[src/rtl/scan_chain_ctrl.sv]
// Scan chain sequencer: shift a pattern in, pulse one capture clock, shift the result out.
// Optional SCAN_PRESET_EN adds a one-cycle preset (SET_N low) of every cell before loading.
module scan_chain_ctrl #(
  parameter int CHAIN_LEN = 16,
  parameter int CNT_W     = $clog2(CHAIN_LEN) + 1
) (
  input  logic                 clk_i,
  input  logic                 rst_n_i,
  input  logic                 start_i,
  input  logic [CHAIN_LEN-1:0] load_data_i,
  input  logic                 so_i,
  output logic                 te_o,
  output logic                 ti_o,
  output logic                 set_n_o,
  output logic                 busy_o,
  output logic                 done_o,
  output logic [CHAIN_LEN-1:0] unload_data_o
);

  typedef enum logic [2:0] {
    ST_IDLE,
`ifdef SCAN_PRESET_EN
    ST_PRESET,
`endif
    ST_SHIFT_IN,
    ST_CAPTURE,
    ST_SHIFT_OUT,
    ST_DONE
  } state_t;

  localparam logic [CNT_W-1:0] CNT_LAST = CNT_W'(CHAIN_LEN - 1);

  state_t                 state_q, state_d;
  logic [CHAIN_LEN-1:0]   sr_q, sr_d;
  logic [CNT_W-1:0]       cnt_q, cnt_d;
  logic                   te_q, te_d;
  logic                   ti_q, ti_d;
  logic                   set_n_q, set_n_d;
  logic                   busy_q, busy_d;
  logic                   done_q, done_d;
  logic [CHAIN_LEN-1:0]   unload_q, unload_d;

  always_comb begin
    state_d = state_q;
    sr_d    = sr_q;
    cnt_d   = cnt_q;
    case (state_q)
      ST_IDLE: begin
        if (start_i) begin
`ifdef SCAN_PRESET_EN
          state_d = ST_PRESET;
`else
          state_d = ST_SHIFT_IN;
`endif
          sr_d  = load_data_i;
          cnt_d = '0;
        end
      end
`ifdef SCAN_PRESET_EN
      ST_PRESET: begin
        state_d = ST_SHIFT_IN;
      end
`endif
      ST_SHIFT_IN: begin
        sr_d  = {1'b0, sr_q[CHAIN_LEN-1:1]};
        cnt_d = cnt_q + CNT_W'(1);
        if (cnt_q == CNT_LAST) begin
          state_d = ST_CAPTURE;
        end
      end
      ST_CAPTURE: begin
        cnt_d   = '0;
        state_d = ST_SHIFT_OUT;
      end
      ST_SHIFT_OUT: begin
        // Tail cell emerges first and migrates up, so SR[i] ends holding cell i.
        sr_d  = {sr_q[CHAIN_LEN-2:0], so_i};
        cnt_d = cnt_q + CNT_W'(1);
        if (cnt_q == CNT_LAST) begin
          state_d = ST_DONE;
        end
      end
      ST_DONE: begin
        state_d = ST_IDLE;
      end
      default: begin
        state_d = ST_IDLE;
      end
    endcase
  end

  // Outputs are registered from the next state so TE/TI/SET_N never glitch.
  always_comb begin
    te_d     = (state_d == ST_SHIFT_IN) || (state_d == ST_SHIFT_OUT);
    ti_d     = (state_d == ST_SHIFT_IN) ? sr_d[0] : 1'b0;
    busy_d   = (state_d != ST_IDLE) && (state_d != ST_DONE);
    done_d   = (state_d == ST_DONE);
    unload_d = (state_d == ST_DONE) ? sr_d : unload_q;
`ifdef SCAN_PRESET_EN
    set_n_d  = (state_d != ST_PRESET);
`else
    set_n_d  = 1'b1;
`endif
  end

  always_ff @(posedge clk_i) begin
    if (!rst_n_i) begin
      state_q  <= ST_IDLE;
      sr_q     <= '0;
      cnt_q    <= '0;
      te_q     <= 1'b0;
      ti_q     <= 1'b0;
      set_n_q  <= 1'b1;
      busy_q   <= 1'b0;
      done_q   <= 1'b0;
      unload_q <= '0;
    end else begin
      state_q  <= state_d;
      sr_q     <= sr_d;
      cnt_q    <= cnt_d;
      te_q     <= te_d;
      ti_q     <= ti_d;
      set_n_q  <= set_n_d;
      busy_q   <= busy_d;
      done_q   <= done_d;
      unload_q <= unload_d;
    end
  end

  assign te_o          = te_q;
  assign ti_o          = ti_q;
  assign set_n_o       = set_n_q;
  assign busy_o        = busy_q;
  assign done_o        = done_q;
  assign unload_data_o = unload_q;

endmodule

[config.mk]
export PLATFORM = sky130hd
export DESIGN_NAME = scan_chain_ctrl
export DESIGN_NICKNAME = d
export VERILOG_FILES = /design/src/rtl/scan_chain_ctrl.sv
export SDC_FILE = /design/constraint.sdc
export NUM_CORES = 1
export LEC_CHECK = 0
export CORE_UTILIZATION = 40
export CTS_CLUSTER_SIZE = 28
export DETAILED_ROUTE_END_ITERATION = 16
export GPL_ROUTABILITY_DRIVEN = 0
export HOLD_SLACK_MARGIN = 0.06
export PLACE_DENSITY_LB_ADDON = 0.25
export SYNTH_ARGS = -nofsm -noshare
export SYNTH_HDL_FRONTEND = slang
export SYNTH_SLANG_ARGS = --single-unit
[constraint.sdc]
create_clock -name clk_i -period 1.95 [get_ports clk_i]
set_clock_uncertainty 0.1 [all_clocks]
set_input_delay 0.585 -clock clk_i [delete_from_list [all_inputs] [get_ports clk_i]]
set_output_delay 0.585 -clock clk_i [all_outputs]
set_load 0.03 [all_outputs]
# Word level (Yosys, flattened, before mapping)
# Cells that the tools add are included.
[classes]
n_reduce_logical = 8
addsub = 1
eq_ne = 9
mux = 8
[op_table]
columns = ["cell", "count"]
rows = [
  ["case mux 16 bit (3 select lines)", 1],
  ["two-way mux 16 bit", 1],
  ["case mux 5 bit (3 select lines)", 1],
  ["case mux 3 bit (4 select lines)", 1],
  ["== test 3 x 2 -> 1 bit (second input constant)", 3],
  ["two-way mux 3 bit", 3],
  ["== test 3 x 1 -> 1 bit (second input constant)", 2],
  ["nonzero test 3 bit", 2],
  ["adder 5 x 1 -> 5 bit (second input constant)", 1],
  ["== test 5 x 4 -> 1 bit (second input constant)", 1],
  ["two-way mux 5 bit", 1],
  ["AND reduction 2 bit", 2],
  ["== test 3 bit (second input constant)", 1],
  ["logical NOT 3 bit", 1],
  ["!= test 3 bit (second input constant)", 1],
  ["!= test 2 bit (second input constant)", 1],
  ["OR reduction 2 bit", 1],
  ["logical AND 1 bit", 1],
  ["logical OR 1 bit", 1],
]
[word_totals]
in_bits = 20
ff_bits = 44
wordCells = 34
output_inout_bits = 21

# Longest topological paths before layout
[logic_depth]
depth_word = 5
mapped_depth = 8
depth_no_buf = 7

# Least setup slack after synthesis
# OpenSTA, ideal clock, no wires.
[synth_timing]
path_type = "flip-flop to flip-flop"
from = "reg cnt_q[0]"
to = "reg unload_q[15] (netlist: unload_data_o[15])"
path_slack_ns = 0.239
arrival_time_ns = 1.495
path_stages_with_launch = 8
required_ns = 1.734
synth_period_minus_slack_ns = 1.711
path_buffers = 2
setup_time_ns = 0.116
cell_sequence = "dfxtp_1 > ha_1 > and3_1 > ha_1 > and3_1 > buf_2 > buf_4 > o211a_1"
[synth_via]
elab_chain_len = 4
word_cells_on_any_way = 5
classes_between = "eq/ne (2); mux (3)"
[synth_lines]
columns = ["element", "line", "rtl"]
rows = [
  ["start, declared", "35", "logic [CNT_W-1:0] cnt_q, cnt_d;"],
  ["start signal, assigned", "120", "cnt_q <= cnt_d;"],
  ["== test 5 x 4 -> 1 bit *", "67, 79", ""],
  ["two-way mux 3 bit (on tied branches)", "79, 67", ""],
  ["case mux 3 bit (4 select lines) *", "47", "case (state_q)"],
  ["== test 3 bit *", "98", "unload_d = (state_d == ST_DONE) ? sr_d : unload_q;"],
  ["end signal, assigned", "126", "unload_q <= unload_d;"],
  ["end, declared", "41", "logic [CHAIN_LEN-1:0] unload_q, unload_d;"],
]
# Every way passes the cells marked *; elsewhere a longest branch is shown, timed or not.
# A chain may end at the register's enable or synchronous reset.

# Final worst setup path
[layout_timing]
from = "reg cnt_q[0]"
to = "reg unload_q[3] (netlist: unload_data_o[3])"
# Same word-level chain as after synthesis.

==> metrics.yaml <==
sta:
  rsz_0062_raised_after_global_routing: "false"
  slew_violations: 0
  max_clock_freq_ghz: 0.559
  totalNegativeSetupSlack_ns: 0
  finalHoldViolations: 0
  setup-violations-final: 0
  final_period_minus_worst_setup_slack_ns: 1.79
  post-route-worst-setup-slack_ns: 0.160
  period_share_pct: 91.8
placed_design:
  place_ws_ns: -0.230
  detailedPlacementHpwl_um: 2690
  portBuffers: 39
  place.detailed.instances: 302
setup_path:
  critPathMaxFanout: 33
  worst-path-buf-inv: 1
  end_kind: "register"
  cp.required_ns: 2.03
  critical_path.top_delay_family: "adder cells"
  cp_cell_sequence: "ha_1, and3_1, ha_1, and3_1, buf_12, o21ai_0, a21oi_1"
  cpMaxStageDelayCell: "dfxtp_1"
  max_stage_delay_on_crit_path_ns: 0.35
  worstSetupStartpointType: "register"
  setup.worst_path.class: "register to register"
  crit_arrival_ns: 1.87
die:
  die_area_um2: 5160
  num_io_pins: 41
  die_h_um: 71.8
  floorplan.die.width_um: 71.8
  fp.coreArea_um2: 4690
  starting_utilization_of_the_core_area_pct: 41.5
  floorplan_row_count: 25
clocking:
  cts_inserted_buffers: 5
  clockRootBuffer: "clkbuf_8"
  tritoncts: "built"
  cts.path.max_buffers: 2
  cts.sinks: 44
  clock_latency_ns: 0.29
  clk_pin_slew_worst_paths_ns: 0.08
  h-tree-depth: 2
pwr:
  switching_share_pct: 22.8
  p_leak_uw: 0.00101
  seqPwrFrac_pct: 52.2
  pnr_total_power_uw: 1820
  p_per_area_nw_per_um2: 729
  irDropWorstVdd_uv: 281
  clockPowerShare_pct: 37.5
  internal_power_uw: 1400
  comb_power_share_pct: 10.3
  p_switching_uw: 414
global_routing:
  grt_use_met1_pct: 21.5
  top_usage_layer: "met2"
  global_route_wire_length_before_repair_um: 6920
  aggregate_global_routing_overflow: 0
  grt.total_usage_pct: 17.2
  grt_start_max_net_pins: 39
  met2_usage_pct: 28.0
  globalRouteMet3Util_pct: 5.20
  grt_pass1_vias: 1560
  grt_antenna_before_repair: 0
route:
  detail_route.drc_violations: 0
  ant_nets: 0
  detail_route.wl_per_cell_um: 13.0
  avgViaCountPerCell: 5.09
  route.vias.total: 1579
  initialDrtViolationCount: 61
  drt_pass1_iterations: 4
  wirelength_um: 4030
layout:
  final_layout_size_suffix_gt1_share_pct: 8.98
  final_cell_count_no_fill: 310
  final_nets: 277
  layout.core_utilization_pct: 53.0
  layout-area-overhead-vs-synth_pct: 27.7
  most-common-layout-cells: "dfxtp_1, a21oi_1, nor2_1, o21ai_0, dlygate4sd2_1"
  antennaDiodeCount: 0
  most_common_library_cell_in_the_layout_ignoring_fill_and_taps: "dfxtp_1"
  fill_cells: 478
synth:
  ys.warnings.count: 0
  post_synth_instance_area_um2: 1950
  ys_top_cells_by_area: "dfxtp_1, mux2i_1, a21oi_1"
  yosysSeqAreaShare_pct: 45.2
  synth.net_count: 238
  synth_cell_types: 37
  netlist.area_leader.share_pct: 45.2
  synth-async-reset-ratio_pct: 0
  synth_edf_count: 0
  post_synth_inst_count: 216
  synth.largest_area_cell: "dfxtp_1"
  ys_seq_elements: 44
  ys.flop_type: "dfxtp_1"
  syn_area_per_cell_um2: 9.02
worst_hold_path:
  worst_hold_path_type: "register to register"
flow_run:
  cap_viol_max_count: 0
run_status:
  outcome: "completed"
## tightest hold or removal path, cell delays in order, from the launching register on
cell and delay (ns):
dfxtp_1 0.32, nand2_1 0.05, a21boi_1 0.05
## cells in the mapped netlist (all sizes together), types with 2 or more instances
cell,count
dfxtp,44
clkbuf,5
ha,2
nand2b,2
nand2,17
nor2,20
buf,13
nor3,2
xnor2,2
mux2i,16
nor3b,3
a21boi,15
inv,2
nor2b,3
o21ai,20
and3,2
a21oi,29
and2,4
nand3,2
## registers in the layout, summed over array words and instances (netlist names)
signal / count
ti_o: 1
done_o: 1
te_o: 1
cnt_q: 5
state_q: 3
sr_q: 16
busy_o: 1
unload_data_o: 16
## layout make-up
| cell class | instances | area [um2] | share of cell area, % |
|---|---|---|---|
| tap | 54 | 67.6 | 2.71 |
| clock buffer | 6 | 72.6 | 2.92 |
| multi-input combinational | 152 | 946 | 38.0 |
| sequential | 44 | 881 | 35.4 |
| clock inverter | 2 | 35.0 | 1.41 |
| inverter | 2 | 7.51 | 0.302 |
| timing repair buffer | 50 | 479 | 19.3 |
## final timing paths
path | from | end | slack (ns) | depth (start not counted)
worst min-delay path | sr_q[2] | sr_q[2] | 0.37 | 2
worst max register to register | cnt_q[0] | unload_data_o[3] | 0.16 | 7
worst max-delay path | cnt_q[0] | unload_data_o[3] | 0.16 | 7
worst min register to register | sr_q[2] | sr_q[2] | 0.37 | 2
## cell families after synthesis
| family | synth area share, % |
|---|---|
| AOI/OAI and AO/OA | 21.6 |
| and+or+nand+nor | 15.9 |
| DFF | 45.2 |
| buffers and inverters | 6.29 |
| muxes | 8.22 |
| xor gates and xnor gates | 1.35 |
| adders and majority gates | 1.28 |
| other | 0.192 |
## layer usage
layer,part of all wire [%],vias up
li1,-,820
met1,50,724
met2,44,28
met3,4.0,7
met4,1.4,0
met5,0,-
## power by group through the flow
stage          clock [uW]  sequential, uW  combinational (uW)
2_1_floorplan           0             968                 111
3_3_place_gp            0             969                 188
3_5_place_dp            0             969                 189
4_1_cts               703             948                 188
5_1_grt               747             952                 207
6_report              681             948                 187
## through the flow
stage          hold WS, ns  cell area, um2
5_1_grt              0.397            2490
2_1_floorplan        0.347            1950
6_report             0.369            2490
3_5_place_dp         0.361            2400
3_3_place_gp         0.364            2400
4_1_cts              0.373            2480
## repair_timing
item / in CTS / in global routing
cloned: 0 / 0
endpoints found under the setup margin: 20 / 6
buffers inserted: 0 / 0
hold buffers: 0 / 0
gates resized for setup: 20 / 2
Power figures use the tool's default switching activity.
